--- src/rtl/axis_uart_reg_bridge_pkg.sv ---
// Shared opcodes, reply codes and FSM state type for the UART register bridge.
package uart_reg_bridge_pkg;

    localparam logic [7:0] OP_WR   = 8'h57;
    localparam logic [7:0] OP_RD   = 8'h52;
    localparam logic [7:0] RSP_ACK = 8'h06;
    localparam logic [7:0] RSP_NAK = 8'h15;

    typedef enum logic [2:0] {
        IDLE,
        ADDR,
        WDATA,
        WRITE,
        READ,
        RWAIT,
        RESP
    } state_t;

    // One UART byte-time is 10 bit-times (start + 8 data + stop).
    function automatic int unsigned timeout_cycles(input int unsigned clock,
                                                   input int unsigned baud,
                                                   input int unsigned nbytes);
        return (clock / baud) * 10 * nbytes;
    endfunction

endpackage

--- src/rtl/axis_uart_reg_bridge_if.sv ---
// Minimal AXI-Stream byte channel with master and slave views.
interface axis_if #(
    parameter int W = 8
);
    logic [W-1:0] tdata;
    logic         tvalid;
    logic         tready;

    modport m_axis (output tdata, output tvalid, input tready);
    modport s_axis (input tdata, input tvalid, output tready);
endinterface

--- src/rtl/axis_uart_reg_bridge_timer.sv ---
// Inter-byte timeout counter; expired pulses once LIMIT idle cycles pass while running.
module uart_reg_bridge_timer #(
    parameter int unsigned LIMIT = 34_720
) (
    input  logic aclk,
    input  logic areset,
    input  logic i_clr,
    input  logic i_run,
    output logic o_expired
);
    localparam int unsigned CW = $clog2(LIMIT + 1);

    logic [CW-1:0] r_count;

    always_ff @(posedge aclk or posedge areset) begin
        if (areset) begin
            r_count <= '0;
        end else if (i_clr || !i_run) begin
            r_count <= '0;
        end else if (!o_expired) begin
            r_count <= r_count + 1'b1;
        end
    end

    assign o_expired = i_run && (r_count == CW'(LIMIT - 1));

endmodule

--- src/rtl/axis_uart_reg_bridge.sv ---
// Parses W/R command frames from the UART RX stream, drives a 32-bit register
// bus and streams ACK/NAK or read data back to the UART TX side.
module axis_uart_reg_bridge
    import uart_reg_bridge_pkg::*;
#(
    parameter int unsigned CLOCK         = 100_000_000,
    parameter int unsigned BAUD_RATE     = 115_200,
    parameter int unsigned TIMEOUT_BYTES = 4,
    parameter int unsigned ADDR_W        = 8
) (
    input  logic              aclk,
    input  logic              areset,
    axis_if.s_axis            s_axis,
    axis_if.m_axis            m_axis,
    output logic [ADDR_W-1:0] o_reg_addr,
    output logic [31:0]       o_reg_wdata,
    output logic              o_reg_wr,
    output logic              o_reg_rd,
    input  logic [31:0]       i_reg_rdata
);
    localparam int unsigned TIMEOUT_LIMIT = timeout_cycles(CLOCK, BAUD_RATE, TIMEOUT_BYTES);

    state_t            r_state;
    logic              r_is_read;
    logic [1:0]        r_byte_cnt;
    logic [39:0]       r_shift;
    logic [2:0]        r_resp_left;
    logic              r_tready;
    logic              r_tvalid;
    logic [ADDR_W-1:0] r_reg_addr;
    logic [31:0]       r_reg_wdata;
    logic              r_reg_wr;
    logic              r_reg_rd;

    logic              w_accept;
    logic              w_run;
    logic              w_expired;

    assign w_accept = s_axis.tvalid && r_tready;
    assign w_run    = (r_state == ADDR) || (r_state == WDATA);

    uart_reg_bridge_timer #(
        .LIMIT (TIMEOUT_LIMIT)
    ) u_timer (
        .aclk      (aclk),
        .areset    (areset),
        .i_clr     (w_accept),
        .i_run     (w_run),
        .o_expired (w_expired)
    );

    // The reply byte on the wire is always the top byte of the shift register.
    always_ff @(posedge aclk or posedge areset) begin
        if (areset) begin
            r_state     <= IDLE;
            r_is_read   <= 1'b0;
            r_byte_cnt  <= '0;
            r_shift     <= '0;
            r_resp_left <= '0;
            r_tready    <= 1'b0;
            r_tvalid    <= 1'b0;
            r_reg_addr  <= '0;
            r_reg_wdata <= '0;
            r_reg_wr    <= 1'b0;
            r_reg_rd    <= 1'b0;
        end else begin
            r_reg_wr <= 1'b0;
            r_reg_rd <= 1'b0;
            case (r_state)
                IDLE: begin
                    r_tready <= 1'b1;
                    if (w_accept) begin
                        if (s_axis.tdata == OP_WR || s_axis.tdata == OP_RD) begin
                            r_is_read <= (s_axis.tdata == OP_RD);
                            r_state   <= ADDR;
                        end else begin
                            r_tready    <= 1'b0;
                            r_tvalid    <= 1'b1;
                            r_shift     <= {RSP_NAK, 32'h0};
                            r_resp_left <= 3'd1;
                            r_state     <= RESP;
                        end
                    end
                end
                ADDR: begin
                    if (w_accept) begin
                        r_reg_addr <= ADDR_W'(s_axis.tdata);
                        r_byte_cnt <= '0;
                        if (r_is_read) begin
                            r_tready <= 1'b0;
                            r_reg_rd <= 1'b1;
                            r_state  <= READ;
                        end else begin
                            r_state <= WDATA;
                        end
                    end else if (w_expired) begin
                        r_state <= IDLE;
                    end
                end
                WDATA: begin
                    if (w_accept) begin
                        r_reg_wdata <= {r_reg_wdata[23:0], s_axis.tdata};
                        r_byte_cnt  <= r_byte_cnt + 2'd1;
                        if (r_byte_cnt == 2'd3) begin
                            r_tready <= 1'b0;
                            r_reg_wr <= 1'b1;
                            r_state  <= WRITE;
                        end
                    end else if (w_expired) begin
                        r_state <= IDLE;
                    end
                end
                WRITE: begin
                    r_tvalid    <= 1'b1;
                    r_shift     <= {RSP_ACK, 32'h0};
                    r_resp_left <= 3'd1;
                    r_state     <= RESP;
                end
                READ: begin
                    r_state <= RWAIT;
                end
                RWAIT: begin
                    r_tvalid    <= 1'b1;
                    r_shift     <= {OP_RD, i_reg_rdata};
                    r_resp_left <= 3'd5;
                    r_state     <= RESP;
                end
                RESP: begin
                    if (r_tvalid && m_axis.tready) begin
                        r_shift <= {r_shift[31:0], 8'h00};
                        if (r_resp_left == 3'd1) begin
                            r_tvalid <= 1'b0;
                            r_tready <= 1'b1;
                            r_state  <= IDLE;
                        end else begin
                            r_resp_left <= r_resp_left - 3'd1;
                        end
                    end
                end
                default: begin
                    r_state <= IDLE;
                end
            endcase
        end
    end

    assign s_axis.tready = r_tready;
    assign m_axis.tvalid = r_tvalid;
    assign m_axis.tdata  = r_shift[39:32];
    assign o_reg_addr    = r_reg_addr;
    assign o_reg_wdata   = r_reg_wdata;
    assign o_reg_wr      = r_reg_wr;
    assign o_reg_rd      = r_reg_rd;

endmodule

--- src/flat_wrapper.sv ---
// flat-port wrapper written by rule: the top's interface ports become plain ports
module axis_uart_reg_bridge_flat import uart_reg_bridge_pkg::*;
#(
    parameter int unsigned CLOCK         = 100_000_000,
    parameter int unsigned BAUD_RATE     = 115_200,
    parameter int unsigned TIMEOUT_BYTES = 4,
    parameter int unsigned ADDR_W        = 8
)
  (aclk, areset, o_reg_addr, o_reg_wdata, o_reg_wr, o_reg_rd, i_reg_rdata, s_axis_tdata, s_axis_tvalid, s_axis_tready, m_axis_tdata, m_axis_tvalid, m_axis_tready);
  axis_if s_axis_i ();
  axis_if m_axis_i ();
  input  logic aclk;
  input  logic areset;
  output logic [ADDR_W-1:0] o_reg_addr;
  output logic [31:0] o_reg_wdata;
  output logic o_reg_wr;
  output logic o_reg_rd;
  input  logic [31:0] i_reg_rdata;
  input wire logic [$bits(s_axis_i.tdata)-1:0] s_axis_tdata;
  input wire logic [$bits(s_axis_i.tvalid)-1:0] s_axis_tvalid;
  output wire logic [$bits(s_axis_i.tready)-1:0] s_axis_tready;
  output wire logic [$bits(m_axis_i.tdata)-1:0] m_axis_tdata;
  output wire logic [$bits(m_axis_i.tvalid)-1:0] m_axis_tvalid;
  input wire logic [$bits(m_axis_i.tready)-1:0] m_axis_tready;
  assign s_axis_i.tdata = s_axis_tdata;
  assign s_axis_i.tvalid = s_axis_tvalid;
  assign s_axis_tready = s_axis_i.tready;
  assign m_axis_tdata = m_axis_i.tdata;
  assign m_axis_tvalid = m_axis_i.tvalid;
  assign m_axis_i.tready = m_axis_tready;
  axis_uart_reg_bridge #(.CLOCK(CLOCK), .BAUD_RATE(BAUD_RATE), .TIMEOUT_BYTES(TIMEOUT_BYTES), .ADDR_W(ADDR_W)) u_core (.aclk(aclk), .areset(areset), .s_axis(s_axis_i), .m_axis(m_axis_i), .o_reg_addr(o_reg_addr), .o_reg_wdata(o_reg_wdata), .o_reg_wr(o_reg_wr), .o_reg_rd(o_reg_rd), .i_reg_rdata(i_reg_rdata));
endmodule
--- config.mk ---
export PLATFORM = sky130hd
export DESIGN_NAME = axis_uart_reg_bridge_flat
export DESIGN_NICKNAME = d
export VERILOG_FILES = /design/src/rtl/axis_uart_reg_bridge_pkg.sv /design/src/rtl/axis_uart_reg_bridge_if.sv /design/src/rtl/axis_uart_reg_bridge_timer.sv /design/src/rtl/axis_uart_reg_bridge.sv /design/src/flat_wrapper.sv
export SDC_FILE = /design/constraint.sdc
export NUM_CORES = 1
export LEC_CHECK = 0
export CORE_UTILIZATION = 35
export CTS_CLUSTER_SIZE = 20
export DETAILED_ROUTE_END_ITERATION = 7
export SLEW_MARGIN = 25
export SYNTH_ARGS = -nofsm -noshare
export SYNTH_HDL_FRONTEND = slang
export SYNTH_SLANG_ARGS = --single-unit
--- constraint.sdc ---
create_clock -name aclk -period 9.5 [get_ports aclk]
set_clock_uncertainty 0.15 [all_clocks]
set_input_delay 0.95 -clock aclk [delete_from_list [all_inputs] [get_ports aclk]]
set_output_delay 0.95 -clock aclk [all_outputs]
set_load 0.05 [all_outputs]
* After elaboration in Yosys (flattened, before gate mapping) *
Index checks and enable logic that the tools add are counted.

storage, ports and cells
  output and inout port bits = 52
  register bits = 109
  ROM bits = 0
  logic and storage cells = 103
  memories = 0
  latch bits = 0
  bits in writable memories = 0

cells by class
  add/sub/neg operators = 3
  magnitude comparators = 0
  bitwise logic cells = 0
  multipliers = 0
  divide/modulo/power cells = 0
  shift operators = 0
  muxes and demuxes = 44
  eq/ne operators = 22
  reduce and logical (&&, ||, !) cells = 22

operator list
  operator                                             number
  one-hot mux 40 bit (4 select lines)                  1
  two-way mux 40 bit                                   3
  two-way mux 3 bit                                    13
  two-way mux 16 bit                                   2
  two-way mux 1 bit                                    18
  one-hot mux 3 bit (6 select lines)                   1
  adder 16 x 1 -> 16 bit, second input constant        1
  equality test 16 bit, second input constant          1
  equality test 8 x 7 -> 1 bit, second input constant  2
  != test 2 bit, second input constant                 6
  one-hot mux 3 bit (4 select lines)                   1
  AND reduction 5 bit                                  2
  equality test 3 bit, second input constant           3
  != test 2 x 1 -> 1 bit, second input constant        4
  AND reduction 4 bit                                  2
  nonzero test 4 bit                                   2
  AND reduction 7 bit                                  1
  equality test 3 x 1 -> 1 bit, second input constant  2
  equality test 3 x 2 -> 1 bit, second input constant  2
  AND reduction 3 bit                                  2
  two-way mux 2 bit                                    2
  one-hot mux 1 bit (4 select lines)                   1
  one-hot mux 2 bit (2 select lines)                   1
  AND reduction 2 bit                                  2
  12 further kinds                                     16

* Depth between registers and ports, before layout *
Gate-level depths: netlist of the first run.

  depth in word-level cells = 6
  mapped depth = 8
  depth with buffers taken out = 7

* Cells and area by module *
A second synthesis of the first run with hierarchy kept.

unflattened totals
  cell total of the unflattened synthesis = 415
  area, all modules = 5076.1 um^2

modules (own cells, without submodules)
  module                 area an instance (um^2)  cells an instance  instances  sequential area each (um^2)
  axis_uart_reg_bridge   4255.3                   330                1          2327.2
  uart_reg_bridge_timer  820.8                    85                 1          400.4

* Worst setup path before layout of the first run *
OpenSTA, ideal clock, no wires.

  path type = input -> register
  start = input port s_axis_tvalid
  end = register u_core.r_reg_wdata[0], in the netlist u_core.o_reg_wdata[0]
  arrival = 2129 ps
  setup slack = 7096 ps
  stages on the path = 6
  path buffers = 2
  cells stage by stage = and2_1 clkbuf_2 nand2_1 nor2_4 buf_2 mux2_2

between the ends
  longest elaborated chain between the ends = 2

ends and longest elaborated chain
  element                        line                         source
  start, declared                flat_wrapper.sv:20           input wire logic [$bits(s_axis_i.tvalid)-1:0] s_axis_tvalid;
  logical AND 1 bit              axis_uart_reg_bridge.sv:39   assign w_accept = s_axis.tvalid && r_tready;
  AND reduction 2 bit (no line)  n/a
  end signal, assigned           axis_uart_reg_bridge.sv:102  r_reg_wdata <= {r_reg_wdata[23:0], s_axis.tdata};
  end, declared                  axis_uart_reg_bridge.sv:31   logic [31:0] r_reg_wdata;

Every way passes these cells.
A chain may end at the register's enable or synchronous reset.

* Worst setup path after layout of the first run *
  start = input port s_axis_tvalid
  end = register u_core.r_byte_cnt[0]

between the ends
  longest elaborated chain between the ends = 3

ends and longest elaborated chain
  element                            line                         source
  logical AND 1 bit (*)              axis_uart_reg_bridge.sv:39
  != test 2 bit (no line)            n/a
  AND reduction 3 bit (no line) (*)  n/a
  end signal, assigned               axis_uart_reg_bridge.sv:103  r_byte_cnt <= r_byte_cnt + 2'd1;
  end, declared                      axis_uart_reg_bridge.sv:25   logic [1:0] r_byte_cnt;

Every way passes the cells marked *; elsewhere a longest branch is shown, timed or not.

==> results of run 1 <==
[cell usage in the layout (no fill, tap or decap), types with 10 or more instances in the layout]
cell and n:
dfrtp_1 109, nor2_1 60, clkdlybuf4s50_1 95, mux2_2 40, xnor2_1 10, a21oi_1 44, inv_1 11, a22oi_1 26
nand2_1 12, nand3_1 11
[Yosys cell counts, drive strengths merged (5+ instances only)]
cell / count
nand2: 12
mux2: 42
dfrtp: 109
and3: 5
buf: 22
a22o: 9
xor2: 7
nand3: 11
nor3: 5
a21oi: 45
inv: 12
a22oi: 26
clkbuf: 10
nand4: 5
nor2: 63
o21ai: 11
xnor2: 10
[how the worst min path moves through the flow]
stage,slack (ns),depth (start not counted),end
global placement,0.32,1,u_core.r_resp_left[1]
floorplan,0.31,1,u_core.r_resp_left[1]
finish,0.36,1,u_core.r_shift[0]
global route,0.38,1,u_core.r_shift[6]
detailed placement,0.33,1,u_core.o_reg_wdata[24]
CTS,0.36,1,u_core.o_reg_wdata[24]
[registers in the layout (all words and copies together) (netlist names)]
register / cells
u_core.u_timer.r_count: 16
u_core.o_reg_addr: 8
u_core.o_reg_wr: 1
u_core.o_reg_wdata: 32
u_core.o_reg_rd: 1
u_core.r_resp_left: 3
u_core.r_state: 3
u_core.r_is_read: 1
u_core.s_axis.tready: 1
u_core.m_axis.tvalid: 1
u_core.r_byte_cnt: 2
u_core.r_shift: 40
[cells by family after synthesis]
kind of cell / after synthesis / share of synthesized area, %
compound gates: 110 / 14.36
xor+xnor: 17 / 2.998
fa+ha+maj: 4 / 1.008
buf+inv: 44 / 4.409
flops: 109 / 54.93
mux: 42 / 9.524
simple gates: 122 / 12.77
[where the power goes]
| group | switching (uW) | total [uW] | internal (uW) | leakage [uW] |
|---|---|---|---|---|
| clock network | 162 | 419 | 257 | 0.000169 |
| logic | 697 | 1110 | 410 | 0.00108 |
| registers | 131 | 779 | 648 | 0.00136 |
| total | 990 | 2300 | 1320 | 0.00261 |
[layout make-up]
class                      instances  area [um2]  area share (%)
sequential                       109        2728           42.95
multi-input combinational        295        2031           31.97
timing repair buffer              99       980.9           15.45
clock buffer                       9       225.2           3.546
tap                              180       225.2           3.546
clock inverter                     7       113.9           1.793
inverter                          12       47.55          0.7486
[stage by stage]
stage | util [%] | setup slack (ns) | power (uW)
5_1_grt | 45.75 | 6.285 | 2441
3_5_place_dp | 43.31 | 6.068 | 1894
2_1_floorplan | - | 5.526 | 1584
6_report | 45.75 | 6.437 | 2305
4_1_cts | 45.75 | 6.436 | 2323
3_3_place_gp | 43.28 | 6.170 | 1873
[per-layer routing]
metal,share of wire [%],global-route usage (%),vias up
met4,0.85,5.093,0
li1,-,-,1753
met3,6.4,4.699,5
met5,0,0,-
met2,47,23.36,82
met1,46,20.79,1811
==> key figures, run 1 <==
Logic synthesis
  – Synthesized net count: between 400 and 500
  – Top post-synthesis cells by area: dfrtp_1, mux2_2, nor2_1
  – Synth Flop Type: dfrtp_1
  – Async S/R FF share, synth: 100.0%
  – Sequential area share after synthesis: a little over half
  – Synth Register Bits: 109
  – Synth unique cells: 49
  – Mapped cell area: 4966 um2
  – EDFF count, synth: 0
  – Syn_area_per_cell: 11.08 um2
  – Post-synth top area share: about 55%
  – Syn. warnings: 0
  – Largest area contributor in the netlist: dfrtp_1
  – Cells after Synth: 448

Critical path
  – Worst Path Buf+Inv: 1
  – Crit Reg-Reg Startpoint: u_core.r_state[1]
  – Crit path cell chain: clkdlybuf4s50_1 -> and2_1 -> nand2_1 -> nor2_4 -> nor2_1 -> mux2_2
  – CP endpoint: u_core.r_byte_cnt[0]
  – R2R depth: 6
  – Startpoint Class: primary input
  – Cell depth of the worst setup path: 6
  – Critical-path maximum fanout: 35
  – Critical path type: in -> reg
  – Required @ worst endpoint: 9.58 ns
  – CP delay by family, top: simple AND/OR/NAND/NOR gates
  – Slowest-stage cell, CP: nor2_4
  – Worst Setup SP: s_axis_tvalid
  – Worst endpoint data arrival time: approximately 3.1 ns
  – Slowest stage delay, CP: 0.79 ns
  – Critical Path Sink Type: flop
  – Reg2reg end: u_core.r_resp_left[1]
  – FF-to-FF setup slack: 6.53 ns

Floorplanning
  – Initial Utilization: 35.78%
  – Core box area: 13880 um2
  – Die Ht: ~120 um
  – Die area: 14670 um2
  – Ports: 96
  – Die X-Extent: 121.1 um
  – Row count: 43

Placement
  – HPWL Detailed: roughly 7.3 mm
  – RePlAce Congestion: between 0.8 and 0.9
  – Placed Cells: 695
  – IO buf count: 95
  – Area post-placement: 6012 um2

GRT
  – GR Util All Layers: 15.37%
  – Initial antenna violation count: 0
  – First-pass GRT wire length: between 15 and 20 mm
  – Number of global-route vias before repair: 3572
  – Global route overflow: 0
  – Largest net degree at the start of global routing: 76

Outcome
  – Outcome: complete, no violations

Clock tree
  – Root Driver: clkbuf_16
  – H-tree depth: 3
  – Setup bufs post-CTS: 0
  – Post-CTS sizing: 0
  – Worst-path clk slew: ~0.070 ns
  – Deepest clock path buffer count: 2
  – CTS tree: built
  – CTS Sinks: 109
  – Post-CTS Hold Buffers: 0
  – Clock buffer count from CTS: 9
  – Clock Latency Late Sink: roughly 0.34 ns

Pwr
  – PD cells: roughly 360 nW/um2
  – Maximum vdd ir drop: ~0.23 mV
  – P_leak: 0.002610 uW

Worst hold path
  – Hold_sp: u_core.r_shift[0]
  – HP Class: reg -> reg

Route
  – DRT iter0 DRCs: 217
  – Vias/cell: a little over 5
  – DRT Pass-1 Iters: 4
  – ANT nets after route: 0
  – Per-cell routed wire length: 14.92 um
  – DRC viols: 0
  – Post-Route WL: 10.61 mm
  – Vias: 3651

Timing
  – Hold Fails Final Rpt: 0
  – Unrepaired setup endpoints after global routing: false
  – # setup viols final: 0
  – Worst-Margin Slew: between 0.9 and 1 ns
  – Setup TNS Final: 0 ns
  – F_max: 326.4 MHz
  – Hold Slack: 0.3571 ns
  – Final number of max-transition violations: 0
  – Crit share post-route: between 30% and 40%
  – Slew HR: 35.84%
  – Fin crit period: slightly above 3 ns

Final layout
  – Design Area, Final: 6351 um2
  – Cell Count, Final, Fillers Out: slightly above 700
  – Area growth syn-to-layout: 27.89%
  – Fin nets: between 500 and 600
  – Layout cells sized above 1: 13.75%
  – Fill cells: 1303
  – Ant. Diodes: 0

Flow run
  – Number of max-cap violations: 0
Power figures use the tool's default switching activity.
==> run 2: changes to the inputs <==
==> constraint.sdc (replaced) <==
create_clock -name aclk -period 2.91 [get_ports aclk]
set_clock_uncertainty 0.15 [all_clocks]
set_input_delay 0.291 -clock aclk [delete_from_list [all_inputs] [get_ports aclk]]
set_output_delay 0.291 -clock aclk [all_outputs]
set_load 0.05 [all_outputs]
==> run 2 against run 1 <==
Final cell count increased by 0.56%. Combinational power grew to 3.3 times the previous value. Die area did not move. Via count is 1.3% lower. Sequential share of layout area shrank 0.059 points. Critical path depth did not move. Sequential power grew to 3.3 times the previous value. Largest power group unchanged.
==> key figures, run 2 (synthesis results as in run 1) <==
Outcome
  – Outcome: complete, no violations

Pwr
  – Maximum vdd ir drop: 0.8413 mV
  – Clock power share: 16.2%
  – Logic pwr share: about half
  – Sequential share of power: 34.3%
  – Switching share of power: 44.18%
  – Pint: 4152 uW
  – PD cells: 1169 nW/um2
  – P_leak: ~0.0026 uW
  – Psw: 3285 uW

Critical path
  – Most used cell, CP: a21oi_1
  – Slowest-stage cell, CP: dfrtp_1
  – Crit path cell chain: and3b_1 -> a21oi_1 -> o22ai_4 -> buf_12 -> nor2_1 -> a21oi_1
  – Worst Path Buf+Inv: 1
  – Critical Path Sink Type: flop
  – Critical-path maximum fanout: 44
  – Critical path type: reg -> reg
  – Worst endpoint data arrival time: 2.47 ns
  – Startpoint Class: flop
  – CP delay by family, top: compound AO/OA/AOI/OAI gates
  – Required @ worst endpoint: between 3 and 4 ns
  – Slowest stage delay, CP: 0.59 ns

Final layout
  – Layout cells sized above 1: about 14%
  – Commonest non-fill, non-tap cells in the layout: dfrtp_1, clkdlybuf4s50_1, nor2_1
  – Ant. Diodes: 0
  – Flip-flop count of the largest register after layout: 40
  – Fin nets: 578
  – Area growth syn-to-layout: 28.07%
  – Biggest register: u_core.r_shift
  – Commonest non-fill, non-tap cell in the layout: dfrtp_1
  – Design Area, Final: 6360 um2

Timing
  – Worst-Margin Slew: 0.8424 ns
  – Hold Fails Final Rpt: 0
  – Unrepaired setup endpoints after global routing: false
  – F_max: around 430 MHz
  – PnR worst setup slack: roughly 0.56 ns
  – Fin crit period: 2.351 ns
  – Crit share post-route: 80.80%
  – # setup viols final: 0
  – Setup TNS Final: 0 ns
  – Final number of max-transition violations: 0
  – Slew HR: approximately 44%

Clock tree
  – Clock Latency Late Sink: 0.35 ns
  – Post-CTS Hold Buffers: 0
  – Deepest clock path buffer count: 2
  – Setup bufs post-CTS: 0
  – Root Driver: clkbuf_16
  – CTS tree: built
  – Clock buffer count from CTS: 9
  – H-tree depth: 3
  – CTS Sinks: around 110
  – Post-CTS sizing: 0
  – Worst-path clk slew: 0.08 ns

Floorplanning
  – Die Ht: approximately 120 um
  – Die X-Extent: 121.1 um
  – Die area: 14670 um2
  – Row count: 43
  – Initial Utilization: a little over a third
  – Ports: 96
  – Core box area: 13880 um2

Flow run
  – Number of max-cap violations: 0

Route
  – ANT nets after route: 0
  – DRT Pass-1 Iters: 5
  – Per-cell routed wire length: 15.25 um
  – Vias: 3605
  – DRT iter0 DRCs: ~250
  – Post-Route WL: around 11 mm
  – DRC viols: 0
  – Vias/cell: 5.042

Placement
  – HPWL Detailed: 7.522 mm
  – RePlAce Congestion: 0.8243
  – IO buf count: 95
  – Area post-placement: 6065 um2
  – Pre-CTS WS: 0.5062 ns

GRT
  – First-pass GRT wire length: 18.35 mm
  – Global route overflow: 0
  – Initial antenna violation count: 0
  – Largest net degree at the start of global routing: 67
  – Number of global-route vias before repair: 3631
  – GR Util All Layers: 15.96%

Worst hold path
  – HP Class: in -> async
[run 2: routing by layer]
layer  track usage (%)  vias up  share of wire, %  wire [um]
li1                  -     1751                 -          -
met1             21.95     1767                46       4973
met2             24.11       80                48       5233
met3             5.075        7               5.3        578
met4             4.398        0               1.1        121
met5                 0        -                 0          0
[run 2: power by group through the flow]
| stage | logic, uW | registers (uW) | clock network, uW |
|---|---|---|---|
| after detailed placement | 3700 | 2570 | 0 |
| after global routing | 3960 | 2640 | 1300 |
| after CTS | 3710 | 2550 | 1250 |
| after floorplan | 1730 | 3440 | 0 |
| final | 3680 | 2550 | 1200 |
| after global placement | 3660 | 2540 | 0 |
[run 2: worst reg2reg max path, stage by stage (launching register included)]
cell	delay (ns)
dfrtp_1	0.59
and3b_1	0.54
a21oi_1	0.16
o22ai_4	0.38
buf_12	0.27
nor2_1	0.07
a21oi_1	0.13
[run 2: through the flow]
step / util [%] / std cells / power [uW] / hold WS (ns)
2_1_floorplan: - / 448 / 5171 / 0.2487
3_3_place_gp: 43.69 / 699 / 6204 / 0.3225
3_5_place_dp: 43.69 / 699 / 6266 / 0.3371
4_1_cts: 45.82 / 715 / 7511 / 0.3174
5_1_grt: 45.82 / 715 / 7895 / 0.3489
6_report: 45.82 / 715 / 7437 / 0.3016
[run 2: final cells by class]
type | count | area (um2)
inverter | 12 | 48.80
sequential | 109 | 2728
tap | 180 | 225.2
fill | 1328 | 7521
clock buffer | 11 | 252.7
clock inverter | 5 | 42.54
timing repair buffer | 103 | 1036
multi-input combinational | 295 | 2027
[run 2: final timing paths]
check | start | to | depth (start not counted) | slack [ns]
worst max-delay path | u_core.r_state[0] | u_core.r_shift[20] | 6 | 0.56
max in group asynchronous | areset | u_core.r_shift[39] | 3 | 1.63
worst min-delay path | areset | u_core.o_reg_wdata[13] | 3 | 0.30
worst min register to register | u_core.r_shift[1] | u_core.r_shift[1] | 1 | 0.35
worst max register to register | u_core.r_state[0] | u_core.r_shift[20] | 6 | 0.56
min in group aclk | u_core.r_shift[1] | u_core.r_shift[1] | 1 | 0.35
